`config.mk`:
```
export PLATFORM = sky130hd
export DESIGN_NAME = serial_pattern_tx
export DESIGN_NICKNAME = d
export VERILOG_FILES = /design/src/rtl/serial_pattern_tx.sv
export SDC_FILE = /design/constraint.sdc
export NUM_CORES = 1
export LEC_CHECK = 0
export CORE_MARGIN = 2
export CORE_UTILIZATION = 41
export CTS_BUF_LIST = sky130_fd_sc_hd__clkbuf_2 sky130_fd_sc_hd__clkbuf_4 sky130_fd_sc_hd__clkbuf_8
export DETAILED_ROUTE_END_ITERATION = 16
export HOLD_SLACK_MARGIN = 0.15
export PLACE_DENSITY = 0.68
export SLEW_MARGIN = 20
export SYNTH_ARGS = -nofsm -noshare
export SYNTH_HDL_FRONTEND = slang
export SYNTH_SLANG_ARGS = --single-unit
```
`constraint.sdc`:
```
create_clock -name clk -period 2.26 [get_ports clk]
set_input_delay 0.452 -clock clk [delete_from_list [all_inputs] [get_ports clk]]
set_output_delay 0.452 -clock clk [all_outputs]
set_load 0.03 [all_outputs]
```
`src/rtl/serial_pattern_tx.sv`:
```
// serial_pattern_tx: serial bit-pattern transmitter.
//
// Loads a parallel pattern word and shifts it out MSB-first, one bit per clock.
// The pattern can be sent (rep_count + 1) times, with 'gap' idle cycles between
// repetitions. All outputs are registered.
//
// Ports:
//   clk        clock, all logic on rising edge
//   rst        synchronous, active-high reset (priority over abort and start)
//   start      begin a transmission; sampled only while idle
//   abort      cancel the transmission in progress
//   pattern    bits to send; active field is pattern[length-1:0]
//   length     bits per repetition, valid range 1..WIDTH
//   rep_count  extra repetitions; total sends = rep_count + 1
//   gap        idle cycles inserted between repetitions
//   data_out   serial bit
//   valid      data_out carries a pattern bit this cycle
//   busy       transmission in progress
//   done       one-cycle pulse after the final bit
//   err        one-cycle pulse when start is rejected
//
// The repeat-count port is named rep_count because 'repeat' is a reserved word.

module serial_pattern_tx #(
    parameter int unsigned WIDTH = 8,
    parameter int unsigned LEN_W = 4,
    parameter int unsigned REP_W = 4,
    parameter int unsigned GAP_W = 3
) (
    input  logic             clk,
    input  logic             rst,
    input  logic             start,
    input  logic             abort,
    input  logic [WIDTH-1:0] pattern,
    input  logic [LEN_W-1:0] length,
    input  logic [REP_W-1:0] rep_count,
    input  logic [GAP_W-1:0] gap,
    output logic             data_out,
    output logic             valid,
    output logic             busy,
    output logic             done,
    output logic             err
);

    typedef enum logic [1:0] {StIdle, StSend, StGap} state_e;

    localparam logic [LEN_W-1:0] MaxLen = LEN_W'(WIDTH);
    localparam logic [LEN_W-1:0] LenOne = LEN_W'(1);
    localparam logic [REP_W-1:0] RepOne = REP_W'(1);
    localparam logic [GAP_W-1:0] GapOne = GAP_W'(1);

    state_e             state_q, state_d;
    logic [WIDTH-1:0]   pat_q, pat_d;
    logic [LEN_W-1:0]   len_q, len_d;
    logic [REP_W-1:0]   rep_q, rep_d;     // repetitions still to come
    logic [GAP_W-1:0]   gap_q, gap_d;     // captured gap length
    logic [LEN_W-1:0]   idx_q, idx_d;     // index of the bit currently on data_out
    logic [GAP_W-1:0]   gcnt_q, gcnt_d;   // remaining gap cycles minus one
    logic               data_q, data_d;
    logic               valid_q, valid_d;
    logic               busy_q, busy_d;
    logic               done_q, done_d;
    logic               err_q, err_d;

    // Bit select via shift keeps the index width independent of WIDTH.
    function automatic logic bit_at(input logic [WIDTH-1:0] p, input logic [LEN_W-1:0] i);
        logic [WIDTH-1:0] s;
        s = p >> i;
        return s[0];
    endfunction

    always_comb begin
        state_d = state_q;
        pat_d   = pat_q;
        len_d   = len_q;
        rep_d   = rep_q;
        gap_d   = gap_q;
        idx_d   = idx_q;
        gcnt_d  = gcnt_q;
        data_d  = 1'b0;
        valid_d = 1'b0;
        busy_d  = 1'b0;
        done_d  = 1'b0;
        err_d   = 1'b0;

        case (state_q)
            StIdle: begin
                if (start) begin
                    // abort alongside start cancels the request, so it is rejected
                    if (abort || (length == '0) || (length > MaxLen)) begin
                        err_d = 1'b1;
                    end else begin
                        pat_d   = pattern;
                        len_d   = length;
                        rep_d   = rep_count;
                        gap_d   = gap;
                        idx_d   = length - LenOne;
                        data_d  = bit_at(pattern, length - LenOne);
                        valid_d = 1'b1;
                        busy_d  = 1'b1;
                        state_d = StSend;
                    end
                end
            end

            StSend: begin
                if (abort) begin
                    state_d = StIdle;
                    idx_d   = '0;
                    rep_d   = '0;
                    gcnt_d  = '0;
                end else if (idx_q != '0) begin
                    idx_d   = idx_q - LenOne;
                    data_d  = bit_at(pat_q, idx_q - LenOne);
                    valid_d = 1'b1;
                    busy_d  = 1'b1;
                end else if (rep_q != '0) begin
                    rep_d  = rep_q - RepOne;
                    busy_d = 1'b1;
                    if (gap_q == '0) begin
                        idx_d   = len_q - LenOne;
                        data_d  = bit_at(pat_q, len_q - LenOne);
                        valid_d = 1'b1;
                    end else begin
                        gcnt_d  = gap_q - GapOne;
                        state_d = StGap;
                    end
                end else begin
                    state_d = StIdle;
                    done_d  = 1'b1;
                end
            end

            StGap: begin
                if (abort) begin
                    state_d = StIdle;
                    idx_d   = '0;
                    rep_d   = '0;
                    gcnt_d  = '0;
                end else begin
                    busy_d = 1'b1;
                    if (gcnt_q == '0) begin
                        idx_d   = len_q - LenOne;
                        data_d  = bit_at(pat_q, len_q - LenOne);
                        valid_d = 1'b1;
                        state_d = StSend;
                    end else begin
                        gcnt_d = gcnt_q - GapOne;
                    end
                end
            end

            default: state_d = StIdle;
        endcase
    end

    always_ff @(posedge clk) begin
        if (rst) begin
            state_q <= StIdle;
            pat_q   <= '0;
            len_q   <= '0;
            rep_q   <= '0;
            gap_q   <= '0;
            idx_q   <= '0;
            gcnt_q  <= '0;
            data_q  <= 1'b0;
            valid_q <= 1'b0;
            busy_q  <= 1'b0;
            done_q  <= 1'b0;
            err_q   <= 1'b0;
        end else begin
            state_q <= state_d;
            pat_q   <= pat_d;
            len_q   <= len_d;
            rep_q   <= rep_d;
            gap_q   <= gap_d;
            idx_q   <= idx_d;
            gcnt_q  <= gcnt_d;
            data_q  <= data_d;
            valid_q <= valid_d;
            busy_q  <= busy_d;
            done_q  <= done_d;
            err_q   <= err_d;
        end
    end

    assign data_out = data_q;
    assign valid    = valid_q;
    assign busy     = busy_q;
    assign done     = done_q;
    assign err      = err_q;

endmodule

```
==> impl_results.md <==
* Status: completed
* Post-layout net count at 345
* Power density over the cells at 627 mW/mm^2
* Syn Nets at 301
* Via count at 2,104
* Post-route ant nets at 0
* Routed WL at approximately 5600 um
* Synth unique cells at 51
* Vias in the first global route at 2,014
* Number of synthesized flops with an enable pin at 0
* Final design instance area without fill at 0.00281 mm^2
* Final hold violation count at 0
* Part of the cycle the worst path needs at 97.0%
* Post-synthesis compound-gate area fraction at 19.5%
* Later-pin clock latency in the skew report at 0.29 ns
* Synth Instances at 264
* Hold Buf Count CTS at 0
* Met2 Routed Length at between 2000 and 3000 um
* Routed wl met3 at 259 um
* Die X at between 70 and 80 um
* Largest family of logic cells by synthesized area: simple AND/OR/NAND/NOR gates
* Share of layout cells above drive strength 1 at 16.2%
* Commonest non-fill, non-tap cell in the layout: nand2_1
* Top cell type's share of synthesized area at between 20 and 30%
* R2R cell count at 8
* TritonRoute pass-1 iters at 4
* Clock Power Share at between 20% and 30%
* Post-synthesis simple-gate area fraction at ~22%
* Final setup vio count at 0
* First-pass GRT wire length at ~9600 um
* DRT iter0 DRCs at 148
* Worst R2R Start: rep_q[0]
* XOR/XNOR Fraction of Synth Area at 3.57%
* Cell Area, Synth at 0.00221 mm^2
* Floorplan row count at 26
* Synth area leaders: dfxtp_1 (30%), ha_1 (7.9%), nand2_1 (7.0%), mux4_2 (6.1%), a21oi_1 (4.8%)
* Worst min path class: register to register
* Critical Path RT at 2.43 ns
* Hold path cells at 2
* Switching Fraction at 33.5%
* Die area at around 0.006 mm^2
* Wirelength per Cell at 14.7 um
* Actual slew at the worst max-slew pin at approximately 0.43 ns
* Critical Path AT at 2.36 ns
* R2R Path End: idx_q[0]
* Crit path max fanout at 4
* Ant. Diodes at 0
* Synth area leader: dfxtp_1
* Net Switching at 0.590 mW
* Final core occ at 54.7%
* Max clock buf depth at 2
* Max Cap Violations at 0
* Combinational Power Share at between 30% and 40%
* Final setup TNS at 0 ns
* RSZ-0062 raised after global routing: false
* Most frequent cells in the layout: nand2_1 (41), dfxtp_1 (33), clkdlybuf4s50_1 (27)
* Clock transition at path regs at 0.07 ns
* Setup CP Type: input pin to register
* Met1 wire length at around 2600 um
* Grt total ovfl at 0
* Top FF cell, synth: dfxtp_1
* VDD IR-drop max at 0.000293 V
* Global-route usage over all layers at 19.8%
* Pin count of the biggest net entering global routing at 33
* CTS tree: built
* Clock net sink count at 33
* Register bit total from synthesis at 33
* Min-delay src: gap_q[1]
* Tmin final at 2.19 ns
* Internal at roughly 1.2 mW
* Post-synthesis mux area share at 10.0%
* Inserted Clock Buffers at 5
* DP Wirelength at 4130 um
* DR vias/cell at 5.57
* Initial antenna violation count at 0
* DRC violations left at 0
* Crit end category: register
* Avg Cell Area, Syn at between 8 and 9 um^2
* Seq/Total Area, Yosys at 29.9%
* IO Pins at 28
* Htree depth at 2
* Clk_skew at around 0.0052 ns
* Die Y at 77.4 um
* Core ar. at 0.00514 mm^2
* Routability cong. at between 0.8 and 0.9
* Sequential power share at 38.1%
* Max_slew headroom at 71.0%
* Highest Clock Rate at roughly 460 MHz
* Reg2reg setup slack at roughly 0.14 ns
* Synth Area in Adders at 7.93%
* Placed cell area at 0.00266 mm^2
* Final std cells w/o fill at about 380
* Synth async-reset ratio at 0%
* Slew Viols, Final at 0
* Placed Cells at 368
* CTS Root Cell: clkbuf_8
* Warnings, synthesis at 0
* Area Overhead vs Synth at 27.3%
* Port Buffers at 27
* Uppermost routed layer: met4
* Worst Setup Start Kind: input pin
* Hold Path End: gap_q[1]
* Initial Utilization at between 40% and 50%
* Leakage at 1.04 nW
-- flip-flops by register name, summed over array words and instances (netlist names), 2 cells and up --
register,count
gap_q,3
gcnt_q,3
idx_q,4
len_q,4
pat_q,8
rep_q,4
state_q,2
-- worst max-delay path: stages --
cell and delay (ns):
clkdlybuf4s50_1 0.48, inv_1 0.06, ha_1 0.22, nor2b_4 0.15
mux2i_4 0.22, a211oi_1 0.36, buf_4 0.19, mux2i_1 0.18
nor2_1 0.05
-- routing by layer --
metal | global-route usage (%) | up-vias
met4 | 7.32 | 0
met1 | 27.2 | 1000
met5 | 0 | -
met2 | 31.2 | 69
li1 | - | 1024
met3 | 3.14 | 11
-- through the flow --
step | power, mW | worst slack [ns] | hold slack, ns
after global placement | 1.26 | -0.287 | 0.447
after floorplan | 1.09 | 0.394 | 0.436
after CTS | 1.74 | 0.0678 | 0.463
after detailed placement | 1.27 | -0.355 | 0.454
final | 1.76 | 0.0684 | 0.459
after global routing | 1.86 | 0.00221 | 0.498
-- power by group through the flow --
stage / combinational [mW] / sequential (mW) / clock (mW)
after floorplan: 0.412 / 0.680 / 0
after global placement: 0.577 / 0.682 / 0
after detailed placement: 0.584 / 0.685 / 0
after CTS: 0.593 / 0.672 / 0.476
after global routing: 0.680 / 0.679 / 0.502
final: 0.619 / 0.672 / 0.472
-- cells in the mapped netlist (2+ instances only) --
cell	instances
or3b_1	2
o2111ai_1	3
mux2i_1	5
nand2_1	41
mux2_2	2
o31ai_1	5
a311oi_1	2
or3_1	2
o21ai_0	3
nand2b_1	4
xnor2_1	4
buf_2	4
nor2b_1	6
o22ai_1	3
nor2_1	13
a21oi_1	21
nand3_1	3
ha_1	14
clkbuf_2	3
xor2_1	5
dfxtp_1	33
nand3b_1	3
inv_1	23
o221ai_1	3
nor4_1	2
nor3_1	6
nor3_2	2
mux4_2	6
clkbuf_1	5
nand4_1	2
a31oi_1	12
a211oi_1	3
-- worst max-delay path by stage --
stage / slack (ns) / to / start / cells past startpoint
6_report: 0.07 / state_q[1] / length[0] / 9
5_1_grt: 0.002 / state_q[0] / length[0] / 9
4_1_cts: 0.07 / rep_q[1] / length[0] / 8
3_5_place_dp: -0.36 / gap_q[2] / length[0] / 8
3_3_place_gp: -0.29 / gap_q[0] / length[0] / 8
2_1_floorplan: 0.39 / len_q[0] / length[0] / 8
-- final cells by class --
class	instances	area [um^2]
flip-flops and latches	33	661
well taps	70	87.6
repair buffers	51	470
multi-input cells	194	1420
inverters	23	86.3
clock buffers	7	90.1
fillers	512	2330
-- timing repair --
item	CTS	global route
gates resized for setup	2	3
pin swaps	0	1
setup endpoints to repair	15	10
buffers inserted	0	3
-- cells by family after synthesis --
| group | Yosys count |
|---|---|
| AND/OR/NAND/NOR | 94 |
| AO/OA/AOI/OAI | 63 |
| buffers and inverters | 37 |
| flip-flops | 33 |
| multiplexers | 14 |
| adder cells (fa/ha/maj) | 14 |
| XOR/XNOR | 9 |
Note: power is estimated with default switching activity, not from simulation.
